### src/rtl/jpeg_pixel_sink.sv
// jpeg_pixel_sink: FWFT pixel FIFO with frame position tags; JPEG_PIXEL_SINK_RGB565_EN selects RGB565 output
module jpeg_pixel_sink #(
  parameter int DEPTH = 16,
  parameter int AW = 4
) (
  input  logic          clk,
  input  logic          rst,
  input  logic          frame_start,
  input  logic [15:0]   img_width,
  input  logic [15:0]   img_height,
  input  logic [7:0]    r_in,
  input  logic [7:0]    g_in,
  input  logic [7:0]    b_in,
  input  logic          rgb_valid,
  output logic [23:0]   m_data,
  output logic          m_valid,
  input  logic          m_ready,
  output logic          m_sof,
  output logic          m_eol,
  output logic [AW:0]   level,
  output logic          overflow,
  output logic          frame_done
);
`ifdef JPEG_PIXEL_SINK_RGB565_EN
  localparam int DW = 16;
`else
  localparam int DW = 24;
`endif
  typedef enum logic [1:0] {IDLE, ACTIVE, DRAIN} state_t;
  state_t r_state, w_next;
  logic [DW-1:0] r_mem [DEPTH];
  logic [AW:0] r_wp, r_rp;
  logic [15:0] r_w, r_h, r_inx, r_iny, r_outx, r_outy;
  logic r_ovf, r_done;
  logic w_full, w_pop, w_push, w_in_eol, w_in_last, w_out_eol, w_out_last;
  logic [DW-1:0] w_pix, w_head;
`ifdef JPEG_PIXEL_SINK_RGB565_EN
  assign w_pix = {r_in[7:3], g_in[7:2], b_in[7:3]};
  assign m_data = m_valid ? {8'h00, w_head} : 24'h0;
`else
  assign w_pix = {r_in, g_in, b_in};
  assign m_data = m_valid ? w_head : 24'h0;
`endif
  assign w_head = r_mem[r_rp[AW-1:0]];
  assign level = r_wp - r_rp;
  assign m_valid = level != '0;
  assign w_full = level == (AW+1)'(DEPTH);
  assign w_pop = m_valid && m_ready && !frame_start;
  assign w_push = r_state == ACTIVE && rgb_valid && (!w_full || w_pop) && !frame_start;
  assign w_in_eol = r_inx == r_w - 16'd1;
  assign w_in_last = w_in_eol && r_iny == r_h - 16'd1;
  assign w_out_eol = r_outx == r_w - 16'd1;
  assign w_out_last = w_out_eol && r_outy == r_h - 16'd1;
  assign m_sof = m_valid && r_outx == '0 && r_outy == '0;
  assign m_eol = m_valid && w_out_eol;
  assign overflow = r_ovf;
  assign frame_done = r_done;
  always_comb begin
    w_next = r_state;
    if (frame_start) w_next = (img_width != '0 && img_height != '0) ? ACTIVE : IDLE;
    else if (w_pop && w_out_last) w_next = IDLE;
    else if (w_push && w_in_last) w_next = DRAIN;
  end
  always_ff @(posedge clk) begin
    if (rst) r_state <= IDLE;
    else r_state <= w_next;
  end
  always_ff @(posedge clk) begin
    if (w_push) r_mem[r_wp[AW-1:0]] <= w_pix;
  end
  always_ff @(posedge clk) begin
    if (rst || frame_start) begin
      r_wp <= '0;
      r_rp <= '0;
      r_inx <= '0;
      r_iny <= '0;
      r_outx <= '0;
      r_outy <= '0;
      r_ovf <= 1'b0;
      r_done <= 1'b0;
      r_w <= rst ? 16'h0 : img_width;
      r_h <= rst ? 16'h0 : img_height;
    end else begin
      r_done <= w_pop && w_out_last;
      if (r_state == ACTIVE && rgb_valid && w_full && !w_pop) r_ovf <= 1'b1;
      if (w_push) begin
        r_wp <= r_wp + 1'b1;
        r_inx <= w_in_eol ? 16'h0 : r_inx + 16'd1;
        r_iny <= w_in_last ? 16'h0 : w_in_eol ? r_iny + 16'd1 : r_iny;
      end
      if (w_pop) begin
        r_rp <= r_rp + 1'b1;
        r_outx <= w_out_eol ? 16'h0 : r_outx + 16'd1;
        r_outy <= w_out_last ? 16'h0 : w_out_eol ? r_outy + 16'd1 : r_outy;
      end
    end
  end
endmodule

### config.mk
export PLATFORM = sky130hd
export DESIGN_NAME = jpeg_pixel_sink
export DESIGN_NICKNAME = d
export VERILOG_FILES = /design/src/rtl/jpeg_pixel_sink.sv
export SDC_FILE = /design/constraint.sdc
export NUM_CORES = 1
export LEC_CHECK = 0
export CAP_MARGIN = 20
export CORE_MARGIN = 1.5
export CORE_UTILIZATION = 50
export CTS_CLUSTER_SIZE = 20
export DETAILED_ROUTE_END_ITERATION = 16
export HOLD_SLACK_MARGIN = 0.03
export PLACE_DENSITY = 0.75
export SYNTH_ARGS = -nofsm -noshare
export SYNTH_HDL_FRONTEND = slang
export SYNTH_SLANG_ARGS = --single-unit
### constraint.sdc
create_clock -name clk -period 5.03 [get_ports clk]
set_input_delay 1.509 -clock clk [delete_from_list [all_inputs] [get_ports clk]]
set_output_delay 1.509 -clock clk [all_outputs]
set_load 0.02 [all_outputs]
---- Word-level counts from Yosys, hierarchy flattened ----
Memory sizes are Yosys's and may differ from the RTL's. A register that Yosys moved wholly into a read port is not among the register bits.
Index checks and enable logic that the tools add are counted.
word-level totals
  register bits ........................... 110
  RAM bits ................................ 384
  input port bits ......................... 61
  output and inout bits ................... 34
  logic and storage cells ................. 72
  memories kept ........................... 1
cells by class
  add/sub/neg operators ................... 9
  equality and inequality tests ........... 6
  multiplexer cells ....................... 15
  reduce and logical (&&, ||, !) cells .... 30
memories
  name   depth  width  read ports  clocked after Yosys merged registers in  write ports  RTL line  text
  r_mem  16     24     1           1                                        1            31        logic [DW-1:0] r_mem [DEPTH];
operator list
  kind                     count
  $mux W16                 6
  $add A16 B1 Y16 const B  4
  $eq A16 B16 Y1           4
  $logic_not A16 Y1        2
  $reduce_bool A16 Y1      2
  $sub A16 B1 Y16 const B  2
  $mux W24                 1
  $logic_and A1 B1 Y1      15
  $add A5 B1 Y5 const B    2
  $mux W4                  2
  $mux W2                  3
  $eq A5 B5 Y1 const B     1
  $reduce_bool A5 Y1       1
  $sub A5 B5 Y5            1
  $reduce_and A2 Y1        2
  $reduce_bool A2 Y1       2
  $logic_not A1 Y1         3
  $mux W1                  3
  $reduce_bool A3 Y1       1
  $eq A2 B1 Y1 const B     1
  $logic_or A1 B1 Y1       2

---- Depth between registers and ports, before layout ----
  depth after elaboration ................. 11
  depth in mapped cells ................... 14
  gate-level depth less buffers ........... 12

---- Least setup slack after synthesis ----
No wires, ideal clock.
  kind .................................... reg-to-reg
  start ................................... register r_wp[0]
  end ..................................... memory r_mem[3][0] (enable)
  library setup time ...................... 0.435 ns
  data arrival time ....................... 4.200 ns
  slack ................................... 0.395 ns
  cell stages (with the launch flop) ...... 12
  path buffers ............................ 1
  cell sequence ........................... dfxtp_1 -> inv_1 -> ha_1 -> inv_1 -> fa_1 -> xor2_1 -> and4b_1 -> nor2_1 -> o21a_1 -> clkbuf_1 -> nand2_1 -> nor3_1
between the ends
  cells in the longest elaborated chain, start to end .. 9
  elaborated cells between the ends (all ways) .. 11
RTL lines
  element                             RTL line  text
  start, declared                     32        logic [AW:0] r_wp, r_rp;
  start signal, assigned              87        r_wp <= r_wp + 1'b1;
  $sub A5 B5 Y5 *                     45        assign level = r_wp - r_rp;
  via level[2]                        20        output logic [AW:0] level,
  $reduce_bool A5 Y1                  46        assign m_valid = level != '0;
  $logic_and A1 B1 Y1 (2 in a row)    48        assign w_pop = m_valid && m_ready && !frame_start;
  $logic_or A1 B1 Y1 *                49        assign w_push = r_state == ACTIVE && rgb_valid && (!w_full || w_pop) && !frame_start;
  $logic_and A1 B1 Y1 * (2 in a row)  49
  $mux W1 *                           69        if (w_push) r_mem[r_wp[AW-1:0]] <= w_pix;
  $mux W1 (implied by the code) *     69
  end, declared                       31
Mark *: on every way through the listed nets, which the timed path passes. The rest lies on a longest branch.

---- Final worst setup path ----
  start ................................... register r_w[1]
  end ..................................... output port m_eol
between the ends
  cells in the longest elaborated chain, start to end .. 3
RTL lines
  element                 RTL line  text
  start, declared         33        logic [15:0] r_w, r_h, r_inx, r_iny, r_outx, r_outy;
  start signal, assigned  81        r_w <= rst ? 16'h0 : img_width;
  $sub A16 B1 Y16         52        assign w_out_eol = r_outx == r_w - 16'd1;
  $eq A16 B16 Y1          52
  $logic_and A1 B1 Y1     55        assign m_eol = m_valid && w_out_eol;
  end, declared           19        output logic m_eol,
No other way between the ends.

==> results.md <==
- Final Hold Viols: 0
- Cell leakage power: 8.06 nW
- Worst skew pair latency: 0.61 ns
- Number of synthesized flops with an enable pin: approximately 420
- # rows: 76
- Crit end category: output pin
- Actual slew at the worst max-slew pin: 0.923 ns
- Die area: 0.0453 mm²
- Area occupied by multi-input gates: approximately 0.0076 mm²
- Post-synth ARST share: 0%
- Placed cell area: 0.0240 mm²
- Unrepaired setup endpoints after global routing: yes
- Total power: about 9.0 mW
- CP Data Required Time: 3.52 ns
- Final core occ: 59.6%
- Core ar.: 0.0433 mm²
- Max_cap viols: 0
- Top-Level Pins: 95
- IR drop worst, VDD: 285 µV
- CTS Buf Count: between 40 and 50
- Number of global-route vias before repair: 13400
- Filler Cell Count: 3184
- Setup Skew: 0.0285 ns
- Drt drc: 0
- Final hold slack: 0.490 ns
- Router iterations before antenna repair: 5
- PwrDens: roughly 350 mW/mm²
- Dpl hpwl: 33400 µm
- CTS tree: built
- Sequential fraction of the synthesis area: 64.2%
- P&R area growth vs syn: 17.2%
- Max-slew violation count: 0
- Setup TNS: 0 ns
- Critical Path Start Type: flop
- Vias per cell: 6.00
- CTS root buffer: clkbuf_16
- Relative slew margins: 38.0%
- 1st-iter DRT viols: 1021
- Syn_area_per_cell: 15.0 µm²
- Hold WC Path Type: reg2reg
- Status: completed
- Primary FF master, synth: edfxtp_1
- GRT Residual Overflow: 0
- Max H-tree Level: 2
- Fin crit share: 98.5%
- Die height: 213 µm
- Seq. cell area: 0.0141 mm²
- Clock sink total: ~500
- Post-CTS Hold Buffers: 0
- Critical path data arrival time: 3.45 ns
- GRT Util Overall: 23.9%
- Initial antenna violation count: 1
- Slowest-stage cell, CP: or4b_4
- Worst-path cell chain: inv_1 -> ha_1 -> or4b_4 -> o41a_1 -> a211oi_1 -> nand4_1 -> nor3_2 -> nor3b_4 -> clkdlybuf4s15_2
- Worst Path Buf+Inv: 2
- Routed len/inst: 24.0 µm
- GP Congestion: 0.895
- Die W: 213 µm
- Total number of vias: approximately 13000
- Crit-path max cell delay: 0.58 ns
- Worst-path clk slew: 0.06 ns
- Post-DRT Antenna Nets: 0
- Synth unique cells: 75
- Syn_nets: approximately 1500
- Total wire length: about 53000 µm
- Highest Clock Rate: a little over 200 MHz
- Largest net degree at the start of global routing: 56
- Top delay family on crit path: simple AND/OR/NAND/NOR gates
- Layout cells sized above 1: 18.9%
- Initial Util: 50.9%
- # nets final: around 1700
- Port Buffer Count: 94
- Mapped Area: 0.0220 mm²
- Clock buffer depth: 3
- Worst-path maximum fanout: 12
- Cells after Synth: around 1500
- Post-synthesis register bit count: 498
- Critical path class: reg2out
- Final instance area: 0.0258 mm²
- Final setup vio count: 0
- Clock period minus final worst setup slack: 4.95 ns
- First-pass GRT wire length: 80100 µm
- YS warnings: 0
per-stage QoR:
stage | worst slack, ns | instances
after global routing | -0.0877 | 2208
after global placement | 0.0652 | 2112
final | 0.0755 | 2209
after CTS | 0.0153 | 2198
after floorplan | 0.395 | 1464
after detailed placement | 0.0609 | 2112
metal layers:
layer  up-vias  global-route usage, %  wire length (µm)
met4         0                   7.75              1340
met1      6754                   30.8             21200
met2       487                   41.8             27300
met5         -                      0                 0
li1       5925                      -                 -
met3        83                   3.43              3190
power by group:
| part | internal (mW) | switching [mW] |
|---|---|---|
| clock network | 2.05 | 1.57 |
| logic | 0.364 | 0.419 |
| registers | 4.50 | 0.0572 |
cell usage after synthesis (6+ instances only):
| library cell | number | area, µm² |
|---|---|---|
| a211oi_1 | 6 | 45.0 |
| a21oi_1 | 33 | 165 |
| a31oi_1 | 8 | 50.1 |
| and3_1 | 10 | 62.6 |
| buf_1 | 10 | 37.5 |
| buf_2 | 7 | 35.0 |
| clkbuf_1 | 68 | 255 |
| dfxtp_1 | 82 | 1640 |
| edfxtp_1 | 416 | 12500 |
| ha_1 | 17 | 213 |
| inv_1 | 34 | 128 |
| mux2i_1 | 6 | 60.1 |
| mux4_2 | 120 | 2700 |
| nand2_1 | 53 | 199 |
| nand2b_1 | 8 | 50.1 |
| nand3_1 | 31 | 155 |
| nand3b_1 | 11 | 82.6 |
| nand4_1 | 39 | 244 |
| nor2_1 | 106 | 398 |
| nor2b_1 | 66 | 413 |
| nor3_1 | 42 | 210 |
| nor3b_1 | 8 | 60.1 |
| nor4_1 | 29 | 181 |
| o21ai_0 | 21 | 105 |
| o31ai_1 | 8 | 60.1 |
| or2_2 | 7 | 43.8 |
| or3_1 | 16 | 100 |
| or4_1 | 12 | 90.1 |
| xnor2_1 | 74 | 648 |
| xor2_1 | 37 | 324 |
area by class of cell:
cell class,count,area share (%)
Tap cell,585,2.84
Timing Repair Buffer,159,6.27
Antenna cell,2,0.0194
Sequential cell,498,54.8
Clock buffer,60,5.03
Inverter,34,0.495
Clock inverter,26,1.15
Multi-Input combinational cell,845,29.4
cells by family after synthesis:
logic type	synth area share, %
xor+xnor	4.83
fa+ha+maj	1.06
compound gates	3.73
mux	12.6
buf+inv	2.15
simple gates	11.5
flops	64.2
registers in the layout (all words and copies together), names as in the netlist, named ones only:
register / cells
frame_done: 1
overflow: 1
r_h: 16
r_inx: 16
r_iny: 16
r_mem: 384
r_outx: 16
r_outy: 16
r_rp: 5
r_state: 2
r_w: 16
r_wp: 5
cells in the final DEF (no fill, tap or decap), drive strengths merged, types with 34 or more instances in the layout:
cell type,synthesis,routed
a21oi,34,34
buf,19,65
clkbuf,68,60
clkdlybuf4s50,0,89
dfxtp,82,82
edfxtp,416,416
inv,34,35
mux4,120,120
nand2,53,53
nand4,39,39
nor2,106,106
nor2b,66,66
nor3,43,43
xnor2,74,74
xor2,37,37
path summary, 6_finish.rpt:
check                          startpoint                      end  slack, ns  cells after the start
hold / removal    r_state[1]$_SDFFE_PP0P_  r_state[1]$_SDFFE_PP0P_       0.49                      1
hold reg to reg   r_state[1]$_SDFFE_PP0P_  r_state[1]$_SDFFE_PP0P_       0.49                      1
setup / recovery     r_w[1]$_SDFFCE_PP0P_                    m_eol       0.08                      9
setup reg to reg     r_wp[0]$_SDFFE_PP0P_  r_outx[13]$_SDFFE_PP0N_       0.73                     13
worst register-to-register path, cell delays in order (launching register included):
cell	delay (ns)
dfxtp_2	0.35
inv_1	0.11
ha_1	0.17
inv_1	0.05
fa_1	0.43
xor2_2	0.23
and4b_1	0.24
o2bb2a_4	0.26
buf_4	0.21
nor2_1	0.28
buf_4	0.28
nand3b_1	0.64
nand2_1	0.79
nor2_1	0.13
what timing repair did:
action                     4_1_cts  5_1_grt
gates cloned                     0        0
setup endpoints to repair       25       23
hold endpoints to repair         0        0
buffers inserted                 0        8
resized for setup               11       11
Power figures use the tool's default switching activity.
==> edit (same settings) <==
Set the parameter `AW` to 5 (it was 4).
--- a/src/rtl/jpeg_pixel_sink.sv
+++ b/src/rtl/jpeg_pixel_sink.sv
@@ -1,7 +1,7 @@
 // jpeg_pixel_sink: FWFT pixel FIFO with frame position tags; JPEG_PIXEL_SINK_RGB565_EN selects RGB565 output
 module jpeg_pixel_sink #(
   parameter int DEPTH = 16,
-  parameter int AW = 4
+  parameter int AW = 5
 ) (
   input  logic          clk,
   input  logic          rst,
Ports: changed (resized level); port bits go from 95 to 96. The function was not compared with the original's and may differ.
==> edit against the original RTL <==
Synthesized area increased by 0.81%; sequential share of layout area up 0.15 points; power shrank 4.1%; synthesized cell count up 1.2%; clock power decreased by 1%; worst setup slack got worse by 0.037 ns; sequential cell count grew 2; wire length rose by 2.0%; design area about the same; cell count grew 0.77%; largest cell class unchanged; first-iteration DRC count up 34%; count of clock-buffer cells in the layout up 5; hold slack got worse by 0.012 ns.
==> edit: results (changes against the original RTL) <==
<table>
<tr><th>Metric</th><th>Value</th></tr>
<tr><th colspan="2">Run status</th></tr>
<tr><td>Run status</td><td>complete, no violations</td></tr>
<tr><th colspan="2">Synth</th></tr>
<tr><td>Netlist cell types</td><td>74 (-1.3%)</td></tr>
<tr><td>Mapped Nets</td><td>1,561 (+1.2%)</td></tr>
<tr><td>Main area contributors after synthesis</td><td>sky130_fd_sc_hd__edfxtp_1 (56%), sky130_fd_sc_hd__mux4_2 (12%), sky130_fd_sc_hd__dfxtp_1 (7.6%)</td></tr>
<tr><td>Sequential area share after synthesis</td><td>0.638 (-0.00337)</td></tr>
<tr><td>Most common library cells after synthesis</td><td>sky130_fd_sc_hd__edfxtp_1 (416), sky130_fd_sc_hd__mux4_2 (120), sky130_fd_sc_hd__nor2_1 (111), sky130_fd_sc_hd__dfxtp_1 (84), sky130_fd_sc_hd__clkbuf_1 (71)</td></tr>
<tr><th colspan="2">Placement</th></tr>
<tr><td>Weighted congestion reported at the end of routability-driven placement</td><td>0.925 (+3.4%)</td></tr>
<tr><td>Count of port buffers added during placement</td><td>95 (+1.1%)</td></tr>
<tr><th colspan="2">Critical path</th></tr>
<tr><td>Critical Path Fanout Max</td><td>8 (-4)</td></tr>
<tr><th colspan="2">Drt</th></tr>
<tr><td>Starting DRT DRC Count</td><td>1,365 (+34%)</td></tr>
<tr><td>Average routed wire per standard cell</td><td>24.3 µm (+1.2%)</td></tr>
<tr><td>First-pass DRT Iterations</td><td>7 (+2)</td></tr>
<tr><th colspan="2">Clock tree</th></tr>
<tr><td>Clock latency on the worst-skew pair</td><td>0.59 ns (-0.02 ns)</td></tr>
<tr><th colspan="2">Power</th></tr>
<tr><td>Leakage power</td><td>0.00816 µW (+1.2%)</td></tr>
<tr><td>Worst IR Drop VDD</td><td>0.330 mV (+16%)</td></tr>
<tr><th colspan="2">GRT</th></tr>
<tr><td>Maximum number of pins on one net before global-route repair</td><td>52 (-7.1%)</td></tr>
<tr><td>Via count of the first global-routing pass</td><td>13,325 (-0.22%)</td></tr>
<tr><td>Overall global routing resource usage</td><td>0.239 (about the same)</td></tr>
<tr><th colspan="2">Layout</th></tr>
<tr><td>Share of post-route cells with drive strength above 1</td><td>0.173 (-0.0166)</td></tr>
<tr><th colspan="2">STA</th></tr>
<tr><td>Worst relative slew slack</td><td>0.290 (-0.0895)</td></tr>
</table>
## edit: cell count changes in the layout (fill, tap and decap cells not counted), sizes merged, moves of 8 or more
cell           unedited run  this run
dlygate4sd2               0        25
clkdlybuf4s50            89        68
and4                      0        10
buf                      65        55
nor3                     43        33
inv                      35        44
nand3b                   11         3
or4                      15        23
## edit: final timing paths
path	slack [ns]	from	endpoint	cells after the start
setup / recovery	0.04	r_w[8]	m_eol	7
hold / removal	0.48	overflow	overflow	2
setup reg to reg	0.95	r_h[0]	r_outy[4]	11
hold reg to reg	0.48	overflow	overflow	2
## edit: metrics by stage
stage                     setup TNS (ns)  setup WS [ns]  total power (µW)  cells
after CTS                              0        0.00697              8640   2223
final                                  0         0.0383              8600   2226
after global placement                 0          0.259              5100   2133
after detailed placement               0          0.235              5100   2133
after global routing             -0.0571        -0.0571              8850   2226
after floorplan                        0         0.0686              4900   1481
## edit: layout make-up
cell class | instances | area [µm²]
fill | 3339 | 18200
sequential | 500 | 14200
multi-input combinational | 853 | 7670
timing repair buffer | 150 | 1510
clock buffer | 65 | 1330
tap | 592 | 741
clock inverter | 24 | 224
inverter | 41 | 154
antenna | 1 | 2.50
## edit: power breakdown
| group | internal (µW) | total, µW | switching [µW] | leakage [µW] |
|---|---|---|---|---|
| registers | 4510 | 4570 | 52.8 | 0.00447 |
| logic | 199 | 457 | 258 | 0.00294 |
| clock network | 2020 | 3580 | 1550 | 0.000750 |
| total | 6730 | 8600 | 1870 | 0.00816 |
## edit: cell families after synthesis
family	share of synthesized area
compound gates	0.0406
buf+inv	0.0227
flops	0.638
xor+xnor	0.0485
fa+ha+maj	0.0110
simple gates	0.113
mux	0.126
## edit: critical path: stages, from the launching register on
cell and delay [ns]:
sky130_fd_sc_hd__edfxtp_1 0.50, sky130_fd_sc_hd__or4_4 0.55, sky130_fd_sc_hd__or4_4 0.55, sky130_fd_sc_hd__xor2_1 0.18
sky130_fd_sc_hd__a221o_1 0.35, sky130_fd_sc_hd__nor3_4 0.20, sky130_fd_sc_hd__and4_1 0.24, sky130_fd_sc_hd__clkdlybuf4s15_1 0.32
## edit: what timing repair did
action,CTS,global route
gates resized for setup,33,3
setup buffers,1,2
endpoints found under the setup margin,26,15
## edit: layer usage
layer	vias to the layer above	wire, µm	track usage
met3	118	4500	0.0492
li1	6000	-	-
met1	6766	21300	0.315
met4	4	1960	0.102
met2	624	26200	0.387
met5	-	27	0
